[src/rtl/msrv32_lsu_ctrl.sv]
// Load/store control for the msrv32 pipeline: runs each data-memory access as a req/ack
// handshake with store lane formatting, load extension, misalignment rejection and bus timeout.
module msrv32_lsu_ctrl #(
  parameter int unsigned TIMEOUT_CYCLES = 16
) (
  input  logic        ms_riscv32_mp_clk_in,
  input  logic        ms_riscv32_mp_rst_in,
  input  logic        ld_req_in,
  input  logic        st_req_in,
  input  logic [1:0]  load_size_in,
  input  logic        load_unsigned_in,
  input  logic [31:0] iadder_in,
  input  logic [31:0] rs_2_in,
  output logic        dm_req_out,
  output logic        dm_we_out,
  output logic [31:0] dm_addr_out,
  output logic [31:0] dm_wdata_out,
  output logic [3:0]  dm_wmask_out,
  input  logic        dm_ack_in,
  input  logic [31:0] dm_rdata_in,
  output logic        stall_out,
  output logic [31:0] ld_data_out,
  output logic        ld_valid_out,
  output logic        misaligned_out,
  output logic        bus_err_out
);

  localparam int unsigned CntW = (TIMEOUT_CYCLES > 2) ? $clog2(TIMEOUT_CYCLES) : 1;

  typedef enum logic [1:0] {StIdle, StReq, StDone} state_e;

  state_e            state_q, state_d;
  logic [CntW-1:0]   cnt_q, cnt_d;
  logic [31:0]       addr_q, addr_d;
  logic [1:0]        size_q, size_d;
  logic              uns_q, uns_d;
  logic              we_q, we_d;
  logic [31:0]       wdata_q, wdata_d;
  logic [3:0]        wmask_q, wmask_d;
  logic [31:0]       ld_data_q, ld_data_d;
  logic              ld_valid_q, ld_valid_d;
  logic              mis_q, mis_d;
  logic              berr_q, berr_d;

  logic              accept, mis_now;
  logic [31:0]       fmt_wdata;
  logic [3:0]        fmt_wmask;
  logic [31:0]       rd_byte_sh, rd_half_sh, ld_ext;

  // Request decode and store formatting from the live upstream inputs.
  always_comb begin
    accept = (state_q != StReq) && (ld_req_in || st_req_in);
    unique case (load_size_in)
      2'b00:   mis_now = 1'b0;
      2'b01:   mis_now = iadder_in[0];
      default: mis_now = |iadder_in[1:0];
    endcase
    unique case (load_size_in)
      2'b00: begin
        fmt_wdata = {4{rs_2_in[7:0]}};
        fmt_wmask = 4'b0001 << iadder_in[1:0];
      end
      2'b01: begin
        fmt_wdata = {2{rs_2_in[15:0]}};
        fmt_wmask = 4'b0011 << iadder_in[1:0];
      end
      default: begin
        fmt_wdata = rs_2_in;
        fmt_wmask = 4'b1111;
      end
    endcase
    if (!st_req_in) fmt_wmask = 4'b0000;
  end

  // Load extension uses the attributes captured at accept time.
  always_comb begin
    rd_byte_sh = dm_rdata_in >> {addr_q[1:0], 3'b000};
    rd_half_sh = dm_rdata_in >> {addr_q[1], 4'b0000};
    unique case (size_q)
      2'b00:   ld_ext = {{24{~uns_q & rd_byte_sh[7]}}, rd_byte_sh[7:0]};
      2'b01:   ld_ext = {{16{~uns_q & rd_half_sh[15]}}, rd_half_sh[15:0]};
      default: ld_ext = dm_rdata_in;
    endcase
  end

  always_comb begin
    state_d    = state_q;
    cnt_d      = cnt_q;
    addr_d     = addr_q;
    size_d     = size_q;
    uns_d      = uns_q;
    we_d       = we_q;
    wdata_d    = wdata_q;
    wmask_d    = wmask_q;
    ld_data_d  = ld_data_q;
    ld_valid_d = 1'b0;
    mis_d      = 1'b0;
    berr_d     = 1'b0;
    unique case (state_q)
      StIdle, StDone: begin
        state_d = StIdle;
        if (accept) begin
          if (mis_now) begin
            mis_d = 1'b1;
          end else begin
            state_d = StReq;
            cnt_d   = '0;
            addr_d  = iadder_in;
            size_d  = load_size_in;
            uns_d   = load_unsigned_in;
            we_d    = st_req_in;
            wdata_d = fmt_wdata;
            wmask_d = fmt_wmask;
          end
        end
      end
      StReq: begin
        // An ack in the final timeout cycle still completes the access normally.
        if (dm_ack_in) begin
          state_d = StDone;
          if (!we_q) begin
            ld_data_d  = ld_ext;
            ld_valid_d = 1'b1;
          end
        end else if (cnt_q == CntW'(TIMEOUT_CYCLES - 1)) begin
          state_d = StDone;
          berr_d  = 1'b1;
        end else begin
          cnt_d = cnt_q + 1'b1;
        end
      end
      default: state_d = StIdle;
    endcase
  end

  always_ff @(posedge ms_riscv32_mp_clk_in or posedge ms_riscv32_mp_rst_in) begin
    if (ms_riscv32_mp_rst_in) begin
      state_q    <= StIdle;
      cnt_q      <= '0;
      addr_q     <= '0;
      size_q     <= '0;
      uns_q      <= 1'b0;
      we_q       <= 1'b0;
      wdata_q    <= '0;
      wmask_q    <= '0;
      ld_data_q  <= '0;
      ld_valid_q <= 1'b0;
      mis_q      <= 1'b0;
      berr_q     <= 1'b0;
    end else begin
      state_q    <= state_d;
      cnt_q      <= cnt_d;
      addr_q     <= addr_d;
      size_q     <= size_d;
      uns_q      <= uns_d;
      we_q       <= we_d;
      wdata_q    <= wdata_d;
      wmask_q    <= wmask_d;
      ld_data_q  <= ld_data_d;
      ld_valid_q <= ld_valid_d;
      mis_q      <= mis_d;
      berr_q     <= berr_d;
    end
  end

  always_comb begin
    dm_req_out     = (state_q == StReq);
    dm_we_out      = we_q;
    dm_addr_out    = {addr_q[31:2], 2'b00};
    dm_wdata_out   = wdata_q;
    dm_wmask_out   = wmask_q;
    stall_out      = (accept && !mis_now) || (state_q == StReq);
    ld_data_out    = ld_data_q;
    ld_valid_out   = ld_valid_q;
    misaligned_out = mis_q;
    bus_err_out    = berr_q;
  end

endmodule

[config.mk]
export PLATFORM = sky130hd
export DESIGN_NAME = msrv32_lsu_ctrl
export DESIGN_NICKNAME = d
export VERILOG_FILES = /design/src/rtl/msrv32_lsu_ctrl.sv
export SDC_FILE = /design/constraint.sdc
export NUM_CORES = 1
export LEC_CHECK = 0
export ABC_AREA = 1
export BUFFER_PORTS_ARGS = -buffer_cell sky130_fd_sc_hd__clkbuf_2
export CORE_ASPECT_RATIO = 0.7
export CORE_UTILIZATION = 44
export CTS_BUF_LIST = sky130_fd_sc_hd__clkbuf_16
export CTS_CLUSTER_SIZE = 30
export DETAILED_ROUTE_END_ITERATION = 8
export PLACE_DENSITY_LB_ADDON = 0.1
export RECOVER_POWER = 100
export SLEW_MARGIN = 20
export SYNTH_ARGS = -nofsm -noshare
export SYNTH_HDL_FRONTEND = slang
export SYNTH_SLANG_ARGS = --single-unit
[constraint.sdc]
create_clock -name ms_riscv32_mp_clk_in -period 3.06 [get_ports ms_riscv32_mp_clk_in]
set_clock_uncertainty 0.2 [all_clocks]
set_input_delay 0 -clock ms_riscv32_mp_clk_in [delete_from_list [all_inputs] [get_ports ms_riscv32_mp_clk_in]]
set_output_delay 0 -clock ms_riscv32_mp_clk_in [all_outputs]
set_load 0.02 [all_outputs]
==> impl_metrics.yaml <==
worst_setup_path:
  cp_cell_sequence: "dlygate4sd3_1 > clkbuf_1 > buf_4 > nor2_1 > nand2_1 > nand2_1 > a21oi_1 > dlygate4sd3_1 > o21ai_0"
  start_kind: "input pin"
  worstPathMaxFanout: 29
  cpPeakStageDelay_ps: 600
  regToRegStartpoint: "state_q[0]"
  end_kind: "register"
  critPathSlowestCell: "dlygate4sd3_1"
  critPathArrivalTime_ps: 2860
  crit_required_ps: 3140
  crit_type: "input pin to register"
  startpoint: "load_size_in[1]"
die:
  start_util: 0.4577
  dieArea_um2: 12830
  rows: 33
  io_pins: 210
  die_w_um: 134.9
  coreArea_um2: 11890
  dieHeight_um: 95.05
synth:
  ys_types: 27
  yosys_warnings: 0
  avgSynthCellArea_um2: 7.865
  synth_cells: 692
  yosysSeqAreaShare: 0.5195
  syn_area_um2: 5443
  ys_ff_latch: 113
sta:
  finalSetupViolations: 0
  min_period_ps: 2780
  finalMaxSlewViolations: 73
  holdWs_ps: 130.6
  layout_setup_ws_ps: 280.0
  rsz0062_at_grt: "no"
  fmax_mhz: 359.7
  max_slew_margin: -0.007877
  worst_pin_slew_ps: 1512
  finalHoldViolations: 0
  setup_tns_ps: 0
  period_share: 0.9085
placed_design:
  dp_hpwl_mm: 10.09
  gp_congestion: 0.8321
  io_buffer_count: 207
  place_area_um2: 6317
  pre_cts_ws_ps: 747.5
layout:
  area_delta_synth_final_pct: 46.41
  nets: 1090
  post-route-util: 0.6701
  final_cell_mix: "nand2_1, dlygate4sd3_1, dfrtp_1"
  antenna_cells: 0
  postLayoutCellArea_um2: 7969
  nFillCells: 1020
  layout_commonest_cell: "nand2_1"
  drive_gt1_frac: 0.1463
global_routing:
  grt_start_max_net_pins: 114
  track_usage: 0.2619
  grt_antenna_before_repair: 0
  grt_overflow_total: 0
  grt_pass1_wl_mm: 25.88
  grt_pass1_vias: 5367
flow_run:
  maxCapViolations: 0
detailed_routing:
  vias: 5493
  wl_per_cell_um: 13.92
  wl_mm: 16.08
  ant_nets: 0
  drt_iter0_drc: 378
  drc_errors: 0
  drt_pass1_iterations: 6
  vias_per_cell: 4.756
outcome:
  status: "complete, but fails checks"
  violations: "slew limit"
clock_network:
  clock_sinks: 113
  postCtsSetupBuffers: 0
  cts_tree: "done"
  clk_latency_ps: 400
  cts-root-buf: "clkbuf_16"
  clk_pin_slew_ps: 60
  numCtsBuffers: 17
  htreeDepth: 4
  clk_path_buf_depth: 2
worst_hold_path:
  min_path_type: "input pin to register"
  hp-start: "iadder_in[19]"
pwr:
  peakVddDrop_mv: 0.4490
  power_density_nw_per_um2: 844.5
  leakage_nw: 3.984
[worst max-delay path: cells and delay by family]
family          cells  cell delay [ps]
simple gates        3              780
buf+inv             4             1730
compound gates      2              330
[routing by layer]
metal  share of wire  GRT usage  routed length (µm)
met1            0.46     0.3574                7362
met2            0.45     0.4016                7312
met3           0.067    0.06061                1075
met4           0.021     0.1152                 333
met5               0          0                   0
[stage by stage]
stage                     std cells  total power [W]
after global placement          999         0.004781
after global routing           1155         0.007176
after detailed placement        999         0.004838
after CTS                      1155         0.006897
after floorplan                 693         0.004163
final                          1155         0.006729
[worst paths after layout]
check / depth (start not counted) / endpoint / slack, ps
max reg2reg: 8 / ld_data_out[3] / 380
max in group asynchronous: 4 / addr_q[1] / 1160
max: 9 / dm_wdata_out[29] / 280
min reg2reg: 2 / addr_q[26] / 270
min in group asynchronous: 4 / addr_q[25] / 500
min: 4 / addr_q[19] / 130
[power by group]
group / internal, W / switching, W / total (W)
Combinational: 0.000753 / 0.00171 / 0.00246
Sequential: 0.00204 / 0.000345 / 0.00239
Clock: 0.00119 / 0.000691 / 0.00188
[area by class of cell]
type,instances,area (µm²),share of cell area
clock buffers,17,425.4,0.05338
clock inverters,15,147.6,0.01853
inverters,42,162.7,0.02041
multi-input cells,473,2009,0.2522
flip-flops and latches,113,2829,0.3550
well taps,157,196.4,0.02465
repair buffers,338,2198,0.2759
[cells in the mapped netlist]
library cell / instances / area (µm²)
a21oi_1: 55 / 275.3
a31oi_1: 1 / 6.260
buf_1: 1 / 3.750
buf_2: 8 / 40.04
buf_4: 33 / 247.7
buf_6: 7 / 78.83
clkbuf_1: 16 / 60.06
clkinv_1: 2 / 7.510
clkinv_2: 1 / 5.000
conb_1: 1 / 3.750
dfrtp_1: 113 / 2828
ha_1: 1 / 12.51
inv_1: 37 / 138.9
inv_2: 2 / 7.510
nand2_1: 284 / 1066
nand2_2: 3 / 18.77
nand3_1: 17 / 85.08
nand4_1: 7 / 43.79
nor2_1: 28 / 105.1
nor2_4: 3 / 33.78
nor3_1: 2 / 10.01
nor3b_1: 1 / 7.510
o21a_1: 3 / 22.52
o21ai_0: 57 / 285.3
o21ai_1: 7 / 35.03
or2_2: 1 / 6.260
xnor2_1: 1 / 8.760
[state kept, by name, summed over array words and instances, names as in the netlist]
| register | count |
|---|---|
| misaligned_out | 1 |
| state_q | 2 |
| bus_err_out | 1 |
| addr_q | 32 |
| cnt_q | 4 |
| size_q | 2 |
| ld_data_out | 32 |
| dm_wdata_out | 32 |
| dm_we_out | 1 |
| ld_valid_out | 1 |
| uns_q | 1 |
| dm_wmask_out | 4 |
[logic make-up after synthesis]
logic type,share of synthesized area
compound gates,0.1147
flops,0.5195
buf+inv,0.1083
other cells,0.0006890
fa+ha+maj,0.002298
xor+xnor,0.001609
simple gates,0.2529
[what timing repair did]
item | CTS | global route
hold buffers | 124 | 0
endpoints found under the setup margin | 0 | 6
resized for setup | 0 | 1
hold endpoints to repair | 223 | 0
Note: power is estimated with default switching activity, not from simulation.
